**config.mk**
```make
export PLATFORM = sky130hd
export DESIGN_NAME = qpsk_demod
export DESIGN_NICKNAME = d
export VERILOG_FILES = /design/src/rtl/qpsk_demod.sv
export SDC_FILE = /design/constraint.sdc
export NUM_CORES = 1
export LEC_CHECK = 0
export ABC_AREA = 1
export BUFFER_PORTS_ARGS = -buffer_cell sky130_fd_sc_hd__buf_2
export CORE_MARGIN = 2
export CORE_UTILIZATION = 53
export CTS_CLUSTER_DIAMETER = 50
export DETAILED_ROUTE_END_ITERATION = 10
export PLACE_DENSITY = 0.9
export SLEW_MARGIN = 20
export SYNTH_ARGS = -nofsm -noshare
export SYNTH_HDL_FRONTEND = slang
export SYNTH_SLANG_ARGS = --single-unit
```
**constraint.sdc**
```tcl
create_clock -name clk -period 3.5 [get_ports clk]
set_input_delay 0.7 -clock clk [delete_from_list [all_inputs] [get_ports clk]]
set_output_delay 0.7 -clock clk [all_outputs]
set_load 0.02 [all_outputs]
```
**src/rtl/qpsk_demod.sv**
```systemverilog
// qpsk_demod: hard-decision QPSK slicer with a serial bit output.
//
// Each accepted (inx, iny) sample is sliced to a 2-bit symbol. The symbol is
// emitted MSB first, one bit per out_ready handshake. A low-confidence flag
// marks symbols where either rail magnitude is below TH.
//
// Ports
//   clk        clock, all state updates on posedge
//   reset      synchronous active-high reset
//   in_en      input symbol valid
//   inx, iny   signed I/Q sample, W bits each
//   in_ready   block can accept a symbol this cycle (combinational on out_ready)
//   out        serial hard-decision bit
//   out_en     out is valid this cycle
//   out_ready  downstream consumes out this cycle
//   low_conf   current symbol had |inx| < TH or |iny| < TH
//   sym_cnt    count of accepted symbols, wraps at 16 bits
module qpsk_demod #(
    parameter int unsigned  W  = 16,
    parameter logic [W-1:0] TH = 16'd1
) (
    input  logic                clk,
    input  logic                reset,
    input  logic                in_en,
    input  logic signed [W-1:0] inx,
    input  logic signed [W-1:0] iny,
    output logic                in_ready,
    output logic                out,
    output logic                out_en,
    input  logic                out_ready,
    output logic                low_conf,
    output logic [15:0]         sym_cnt
);

    localparam logic [1:0] IDLE     = 2'd0;
    localparam logic [1:0] SEND_MSB = 2'd1;
    localparam logic [1:0] SEND_LSB = 2'd2;

    // Saturating magnitude: the most negative code has no positive
    // counterpart, so it maps to the largest positive value.
    function automatic logic [W-1:0] sat_abs(input logic signed [W-1:0] x);
        logic signed [W-1:0] most_neg;
        most_neg = {1'b1, {(W-1){1'b0}}};
        if (x == most_neg) begin
            return {1'b0, {(W-1){1'b1}}};
        end else if (x[W-1]) begin
            return $unsigned(-x);
        end else begin
            return $unsigned(x);
        end
    endfunction

    // Inverse of the (+1,+1)/(-1,+1)/(-1,-1)/(+1,-1) -> 00/01/10/11 mapper.
    // Zero counts as non-negative, so only the sign bits matter.
    function automatic logic [1:0] slice_sym(input logic signed [W-1:0] x,
                                              input logic signed [W-1:0] y);
        return {y[W-1], x[W-1] ^ y[W-1]};
    endfunction

    logic [1:0]  state_q, state_d;
    logic [1:0]  dec_q, dec_d;
    logic        lc_q, lc_d;
    logic [15:0] sym_cnt_q, sym_cnt_d;
    logic        accept;

    // in_ready is the only path from an input (out_ready) to an output:
    // the last bit leaving in SEND_LSB frees the decision register that cycle.
    assign in_ready = (state_q == IDLE) || ((state_q == SEND_LSB) && out_ready);
    assign accept   = in_en && in_ready;

    always_comb begin
        state_d   = state_q;
        dec_d     = dec_q;
        lc_d      = lc_q;
        sym_cnt_d = sym_cnt_q;

        if (accept) begin
            dec_d     = slice_sym(inx, iny);
            lc_d      = (sat_abs(inx) < TH) || (sat_abs(iny) < TH);
            sym_cnt_d = sym_cnt_q + 16'd1;
        end

        case (state_q)
            IDLE: begin
                if (accept) state_d = SEND_MSB;
            end
            SEND_MSB: begin
                if (out_ready) state_d = SEND_LSB;
            end
            SEND_LSB: begin
                if (out_ready) state_d = accept ? SEND_MSB : IDLE;
            end
            default: state_d = IDLE;
        endcase
    end

    always_ff @(posedge clk) begin
        if (reset) begin
            state_q   <= IDLE;
            dec_q     <= 2'b00;
            lc_q      <= 1'b0;
            sym_cnt_q <= 16'd0;
        end else begin
            state_q   <= state_d;
            dec_q     <= dec_d;
            lc_q      <= lc_d;
            sym_cnt_q <= sym_cnt_d;
        end
    end

    assign out_en   = (state_q == SEND_MSB) || (state_q == SEND_LSB);
    assign out      = (state_q == SEND_MSB) ? dec_q[1] :
                      (state_q == SEND_LSB) ? dec_q[0] : 1'b0;
    assign low_conf = lc_q;
    assign sym_cnt  = sym_cnt_q;

endmodule

```
======== Yosys cells after proc, flatten, opt, wreduce, memory -nomap -nowiden ========
Index checks and enable logic that the tools add are counted.
storage, ports and cells
  bits in registers ....................... 21
  bits of input ports ..................... 36
  logic and storage cells ................. 37
  output and inout bits ................... 20
cells by class
  multiplexer cells ....................... 13
  reductions and logical operators ........ 7
  bitwise operators ....................... 1
  add/sub/neg operators ................... 3
  eq/ne operators ......................... 7
  $lt $le $gt $ge ......................... 2
operators by type and width
  cell                                                         count
  two-way mux 16 bit                                           6
  == test 16 bit, second input constant                        2
  less-than comparator 16 x 1 -> 1 bit, second input constant  2
  negation 16 bit                                              2
  adder 16 x 1 -> 16 bit, second input constant                1
  two-way mux 2 bit                                            3
  != test 2 bit, second input constant                         3
  one-hot mux 2 bit (3 select lines)                           1
  logical OR 1 bit                                             3
  two-way mux 1 bit                                            3
  AND reduction 3 bit                                          1
  == test 2 x 1 -> 1 bit, second input constant                1
  == test 2 bit, second input constant                         1
  logical AND 1 bit                                            2
  zero test 2 bit                                              1
  XOR 1 bit                                                    1

======== Depth between registers and ports, before layout ========
Gate-level depths: netlist (run 1).
  depth in word-level cells ............... 7
  mapped depth ............................ 15

======== Worst setup path before layout (run 1) ========
OpenSTA, ideal clock, no wires.
  path kind ............................... input port to flip-flop
  start ................................... input inx[0]
  end ..................................... register lc_q (netlist: low_conf)
  arrival ................................. 1.769 ns
  slack ................................... 1.622 ns
  stages on the path ...................... 13
  setup time .............................. 0.109 ns
  path buffers ............................ 0
  required time ........................... 3.391 ns
  cell sequence ........................... inv_1 -> ha_1 -> nand3_1 -> nor2_1 -> nand3_1 -> nand2_1 -> nand2_1 -> nand2_1 -> nor2_1 -> nand3_1 -> nand3_1 -> nand2_1 -> inv_1
on the way
  word-level cells in the longest chain between the ends .. 6
RTL lines
  item                                    RTL line  text
  from (decl)                             25        input logic signed [W-1:0] inx,
  negation 16 bit                         47        return $unsigned(-x);
  two-way mux 16 bit                      46        end else if (x[W-1]) begin
  two-way mux 16 bit *                    44        if (x == most_neg) begin
  two-way mux 16 bit *                    77        if (accept) begin
  less-than comparator 16 x 1 -> 1 bit *  79        lc_d = (sat_abs(inx) < TH) || (sat_abs(iny) < TH);
  logical OR 1 bit *                      79
  to (signal assigned)                    106       lc_q <= lc_d;
  to (decl)                               62        logic lc_q, lc_d;
Every way passes the cells marked *; elsewhere a longest branch is shown, timed or not. The select of a mux whose other input is x is not followed.
A chain may end at the register's enable or synchronous reset.

======== Worst setup path after layout (run 1) ========
  start ................................... register state_q[0]
  end ..................................... output out
on the way
  word-level cells in the longest chain between the ends .. 3
RTL lines
  item                    RTL line  text
  from (decl)             60        logic [1:0] state_q, state_d;
  from (signal assigned)  104       state_q <= state_d;
  == test 2 bit           113       (state_q == SEND_LSB) ? dec_q[0] : 1'b0;
  two-way mux 1 bit       113
  two-way mux 1 bit *     112       assign out = (state_q == SEND_MSB) ? dec_q[1] :
  to (decl)               28        output logic out,
Every way passes the cells marked *; elsewhere a longest branch is shown, timed or not.

==> metrics.txt, run 1 <==
status complete, no violations; largest fanout on the critical path 3; Max-slew headroom 74.4%; RR Startpoint state_q[0]; total setup buffers inserted after CTS 0; FF-to-FF End sym_cnt[15]; wire per inst 10.3 µm; root buffer selected by CTS clkbuf_8; Setup crit end out; via count of the first global-routing pass 2044; clk slew on worst S/H paths 0.08 ns; final count of pins violating max slew 0; Max IR drop VDD 0.201 mV; drt first-iter violations 130; main area contributors after synthesis nand2_1 (21%), dfxtp_1 (20%), inv_1 (11%); share of the synthesized area in the top cell type 20.8%; post-route DRC violation count 0; Core ar. 3740 µm²; vias 2483; CP max stage cell dfxtp_1; Die Width 66.9 µm; met2 wire length 2390 µm; Clock Skews 0.00524 ns; Final WS setup 1.36 ns; Hold Crit Class reg -> reg; Detailed Routing Iterations Pass 1 4; synthesized area 2100 µm²; Post-DP Area 2410 µm²; crit path launch state_q[0]; clk sinks 21; Synth cell types 34; number of vias per cell 5.10; Worst setup EP type output port; Post-Place Worst Slack 1.28 ns; Net Count, Synth 429; Avg Inst Size Synth 5.43 µm²; placed cells 483; # setup viols final 0; port bufs 55; Register-to-Register Path Depth 12; final worst path period share 61.0%; f_max 468 MHz; gpl congestion 0.884; hpwl dp 4080 µm; hold_ws 0.484 ns; Routed WL 5030 µm; Area growth syn-to-layout 17.0%; ant diodes 0; CTS Hold Bufs 0; Seq/Total Area, Yosys 20.1%; initial antenna violation count 0; Die H 66.9 µm; H-tree depth 1; Filler cells 360; commonest cells in the netlist nand2_1 (116), inv_1 (64), nor2_1 (58), nand3_1 (39), dfxtp_1 (21); Max clock buf depth 2; Final Power 823 µW; CP max stage delay 0.34 ns; first-pass GRT wire length 8210 µm; Tmin final 2.14 ns; Final ANT Viol Nets 0; unrepaired setup endpoints after global routing false; fraction of layout cells with a size suffix above 1 15.7%; WL met1 2330 µm; P_leak 1.40 nW; crit path DAT 1.44 ns; Resized cells post-CTS 0; Min-Delay Path Depth 2; Post-synth EDFFs 0; largest net degree at the start of global routing 25; Rows 22; cell breakdown of the critical path inv_1 > ha_1 > nand2_1 > o21ai_0 > buf_2; Worst-Skew Late Latency 0.26 ns; crit start category flop; area of the die 4470 µm²; Syn. warnings 0; Max-Cap Viols 0; GR Overflow Total 0; Setup CP Type reg -> out; flop-to-flop setup slack 1.49 ns; Worst EP required 2.80 ns; fin nets 483; Synth area leader nand2_1; GRT Overall Usage 23.2%; CTS tree built; fraction of registers with async set/reset 0%; count leader, synth nand2_1; Main synth FF type dfxtp_1; Top Ports 56; post-layout util 65.5%; Tightest Pin Transition 0.383 ns; top layer in use met4; post-route design area 2450 µm²; post-route insts no fill 487; final hold vios 0; Initial Util 56.0%; total CTS buffers 3; #FFs+latches synth 21; metal3 WL 246 µm; Setup TNS 0 ns; pwr dens 336 nW/µm²; Gate Count Post-Synth 386
==> worst min path at each step <==
stage	from	to
final	sym_cnt[14]	sym_cnt[14]
after global routing	sym_cnt[14]	sym_cnt[14]
after CTS	sym_cnt[14]	sym_cnt[14]
after detailed placement	sym_cnt[14]	sym_cnt[14]
after global placement	sym_cnt[14]	sym_cnt[14]
after floorplan	dec_q[0]	dec_q[0]
==> metal layers <==
metal / track usage [%] / up-vias
met1: 29.4 / 1085
met3: 2.53 / 7
met5: 0 / -
met4: 6.63 / 0
li1: - / 1318
met2: 41.1 / 73
==> state kept, by name, indices dropped and copies added, names as in the netlist <==
| name | cells |
|---|---|
| low_conf | 1 |
| state_q | 2 |
| sym_cnt | 16 |
| dec_q | 2 |
==> cell type report <==
| class | count | area [µm²] | share of cell area, % |
|---|---|---|---|
| clock buffer | 3 | 41.3 | 1.68 |
| sequential | 21 | 420 | 17.1 |
| tap | 48 | 60.1 | 2.45 |
| timing repair buffer | 55 | 275 | 11.2 |
| inverter | 69 | 260 | 10.6 |
| clock inverter | 1 | 5.00 | 0.204 |
| multi-input combinational | 290 | 1390 | 56.7 |
==> cell families (layout without fill, tap and decap cells) <==
logic type | after synthesis | count (layout) | synth area share [%]
AND/OR/NAND/NOR | 236 | 236 | 49.1
buffers and inverters | 75 | 128 | 13.6
AO/OA/AOI/OAI | 43 | 43 | 11.4
flip-flops | 21 | 21 | 20.1
adder cells (fa/ha/maj) | 7 | 7 | 4.18
XOR/XNOR | 4 | 4 | 1.67
==> report_power, final <==
part           internal, mW  leakage, nW  switching, mW
sequential            0.269        0.171         0.0238
clock                0.0793       0.0255         0.0794
combinational         0.128         1.21          0.244
==> placed cells by master, fill, tap and decap left out, types with 3 or more instances in the layout <==
| master | synthesis | final |
|---|---|---|
| buf_2 | 2 | 55 |
| a211oi_1 | 3 | 3 |
| nor2_1 | 58 | 58 |
| nand2_1 | 116 | 116 |
| inv_1 | 64 | 64 |
| o21ai_0 | 19 | 19 |
| xor2_1 | 3 | 3 |
| clkbuf_8 | 0 | 3 |
| nand4_1 | 3 | 3 |
| nand3_1 | 39 | 39 |
| nor3_1 | 7 | 7 |
| ha_1 | 7 | 7 |
| a21oi_1 | 15 | 15 |
| dfxtp_1 | 21 | 21 |
==> critical path, delay by kind of cell (launching register included) <==
kind,cells,cell delay (ns)
buf+inv,2,0.32
simple gates,1,0.07
flops,1,0.34
fa+ha+maj,1,0.22
compound gates,1,0.24
(Power assumes the default switching activity.)
==> run 2: changes to the inputs <==
CORE_UTILIZATION = 48   (was 53)
PLACE_DENSITY = 0.87   (was 0.9)
clock period = 1.9 ns   (was 3.5 ns; I/O delays follow)
==> metrics.txt, run 2 (same netlist as run 1, synthesis figures left out) <==
status complete, no violations; root buffer selected by CTS clkbuf_8; pwr dens 656 nW/µm² (+95%); area of the die 4910 µm² (+9.8%); CTS Hold Bufs 0 (unchanged); crit start category flop; Tightest Pin Transition 0.379 ns (-0.00474 ns); final worst path period share 97.1%; wire per inst 10.7 µm (+3.4%); via count of the first global-routing pass 2183 (+6.8%); Max IR drop VDD 0.321 mV (+60%); post-route insts no fill 504 (+3.5%); post-route DRC violation count 0 (unchanged); initial antenna violation count 0 (unchanged); f_max 542 MHz; first-pass GRT wire length 8820 µm (+7.4%); Post-DP Area 2450 µm² (+1.8%); clk slew on worst S/H paths 0.08 ns (about the same); Setup TNS 0 ns (unchanged); cell breakdown of the critical path inv_6 > ha_4 > nand2_4 > nand2_4 > nand2_4 > inv_4 > nand2_4 > nor3_4 > nand3_4 > buf_4 > nor4_1 > nor3_1; Routed WL 5380 µm (+7.0%); P_leak 1.47 nW (+5.0%); Max-Cap Viols 0 (unchanged); vias 2549 (+2.7%); largest fanout on the critical path 3 (unchanged); Filler cells 388 (+7.8%); CTS tree built; Final ANT Viol Nets 0 (unchanged); Tmin final 1.84 ns; CP max stage cell dfxtp_4; post-route design area 2620 µm² (+6.7%); Clock Skews 0.00326 ns (-0.00198 ns); cell mode on critical path nand2_4; Hold Crit Class in -> reg; fin nets 496 (+2.7%); H-tree depth 1 (unchanged); number of vias per cell 5.06 (-0.80%); largest net degree at the start of global routing 15 (-40%); Top Ports 56 (unchanged); CP max stage delay 0.37 ns (+0.03 ns); crit path DAT 2.00 ns (+0.56 ns); Initial Util 49.1% (-6.8 points); fraction of layout cells with a size suffix above 1 19.9% (+4.2 points); most common cell after layout, fill and taps aside nand2_1; Rows 24 (+9.1%); hold_ws 0.476 ns (-0.00777 ns); largest delay contributor family on the critical path simple AND/OR/NAND/NOR gates; Max clock buf depth 2 (unchanged); WP buf/inv 3 (+1); Die H 70.1 µm (+4.8%); Setup CP Type reg -> reg; final count of pins violating max slew 0 (unchanged); port bufs 55 (unchanged); gpl congestion 0.943 (+6.7%); clk sinks 21 (unchanged); Die Width 70.1 µm (+4.8%); Worst-Skew Late Latency 0.27 ns (about the same); Area growth syn-to-layout 24.8%; Core ar. 4260 µm² (+14%); ant diodes 0 (unchanged); total CTS buffers 3 (unchanged); unrepaired setup endpoints after global routing true; # setup viols final 0 (unchanged); Detailed Routing Iterations Pass 1 4 (unchanged); commonest non-fill, non-tap cells in the layout nand2_1 (115), inv_1 (62), nor2_1 (57), buf_2 (55), nand3_1 (39); final hold vios 0 (unchanged); Worst setup EP type flop; drt first-iter violations 198 (+52%); GR Overflow Total 0 (unchanged); Final Power 1.72 mW (+110%); GRT Overall Usage 21.1% (-2.1 points); Worst EP required 2.05 ns (-0.75 ns); Max-slew headroom 74.6% (+0.12 points); placed cells 492 (+1.9%); hpwl dp 4120 µm (+1.0%); max FFs per register 16 (unchanged)
[run 2: cell type report]
| type | instances | area, µm² | share of cell area [%] |
|---|---|---|---|
| Clock buffer | 4 | 45.0 | 1.72 |
| Inverter | 69 | 267 | 10.2 |
| Multi-Input combinational cell | 290 | 1440 | 55.1 |
| Sequential cell | 21 | 425 | 16.3 |
| Tap cell | 52 | 65.1 | 2.49 |
| Timing Repair Buffer | 68 | 373 | 14.3 |
[run 2: power by group]
group | internal, mW | switching, mW
Combinational | 0.348 | 0.504
Sequential | 0.504 | 0.0604
Clock | 0.150 | 0.149
[run 2: worst register-to-register path, cell delays in order, from the launching register on]
cell	delay [ns]
dfxtp_4	0.37
inv_6	0.07
ha_4	0.15
nand2_4	0.05
nand2_4	0.08
nand2_4	0.07
inv_4	0.06
nand2_4	0.05
nor3_4	0.25
nand3_4	0.12
buf_4	0.17
nor4_1	0.23
nor3_1	0.09
[run 2: what timing repair did]
item	in CTS	in global routing
gates resized for setup	0	18
hold endpoints to repair	0	0
buffers inserted	0	8
endpoints found under the setup margin	0	6
[run 2: path summary, 6_finish.rpt]
kind | cells after the start | to | slack, ns | start
hold / removal | 2 | dec_q[0] | 0.48 | reset
hold reg to reg | 2 | sym_cnt[14] | 0.48 | sym_cnt[14]
setup / recovery | 12 | sym_cnt[13] | 0.06 | state_q[0]
setup reg to reg | 12 | sym_cnt[13] | 0.06 | state_q[0]
[run 2: per-layer routing]
metal	track usage, %	part of all wire (%)	up-vias
met3	2.16	5.3	9
li1	-	-	1351
met4	7.48	1.8	0
met2	36.4	47	68
met5	0	0	-
met1	27.3	46	1121
[run 2: through the flow]
stage,util [%],setup slack (ns)
floorplan,-,0.195
global placement,57.4,0.112
detailed placement,57.4,0.0683
CTS,58.5,0.106
global route,61.4,-0.0898
finish,61.4,0.0552
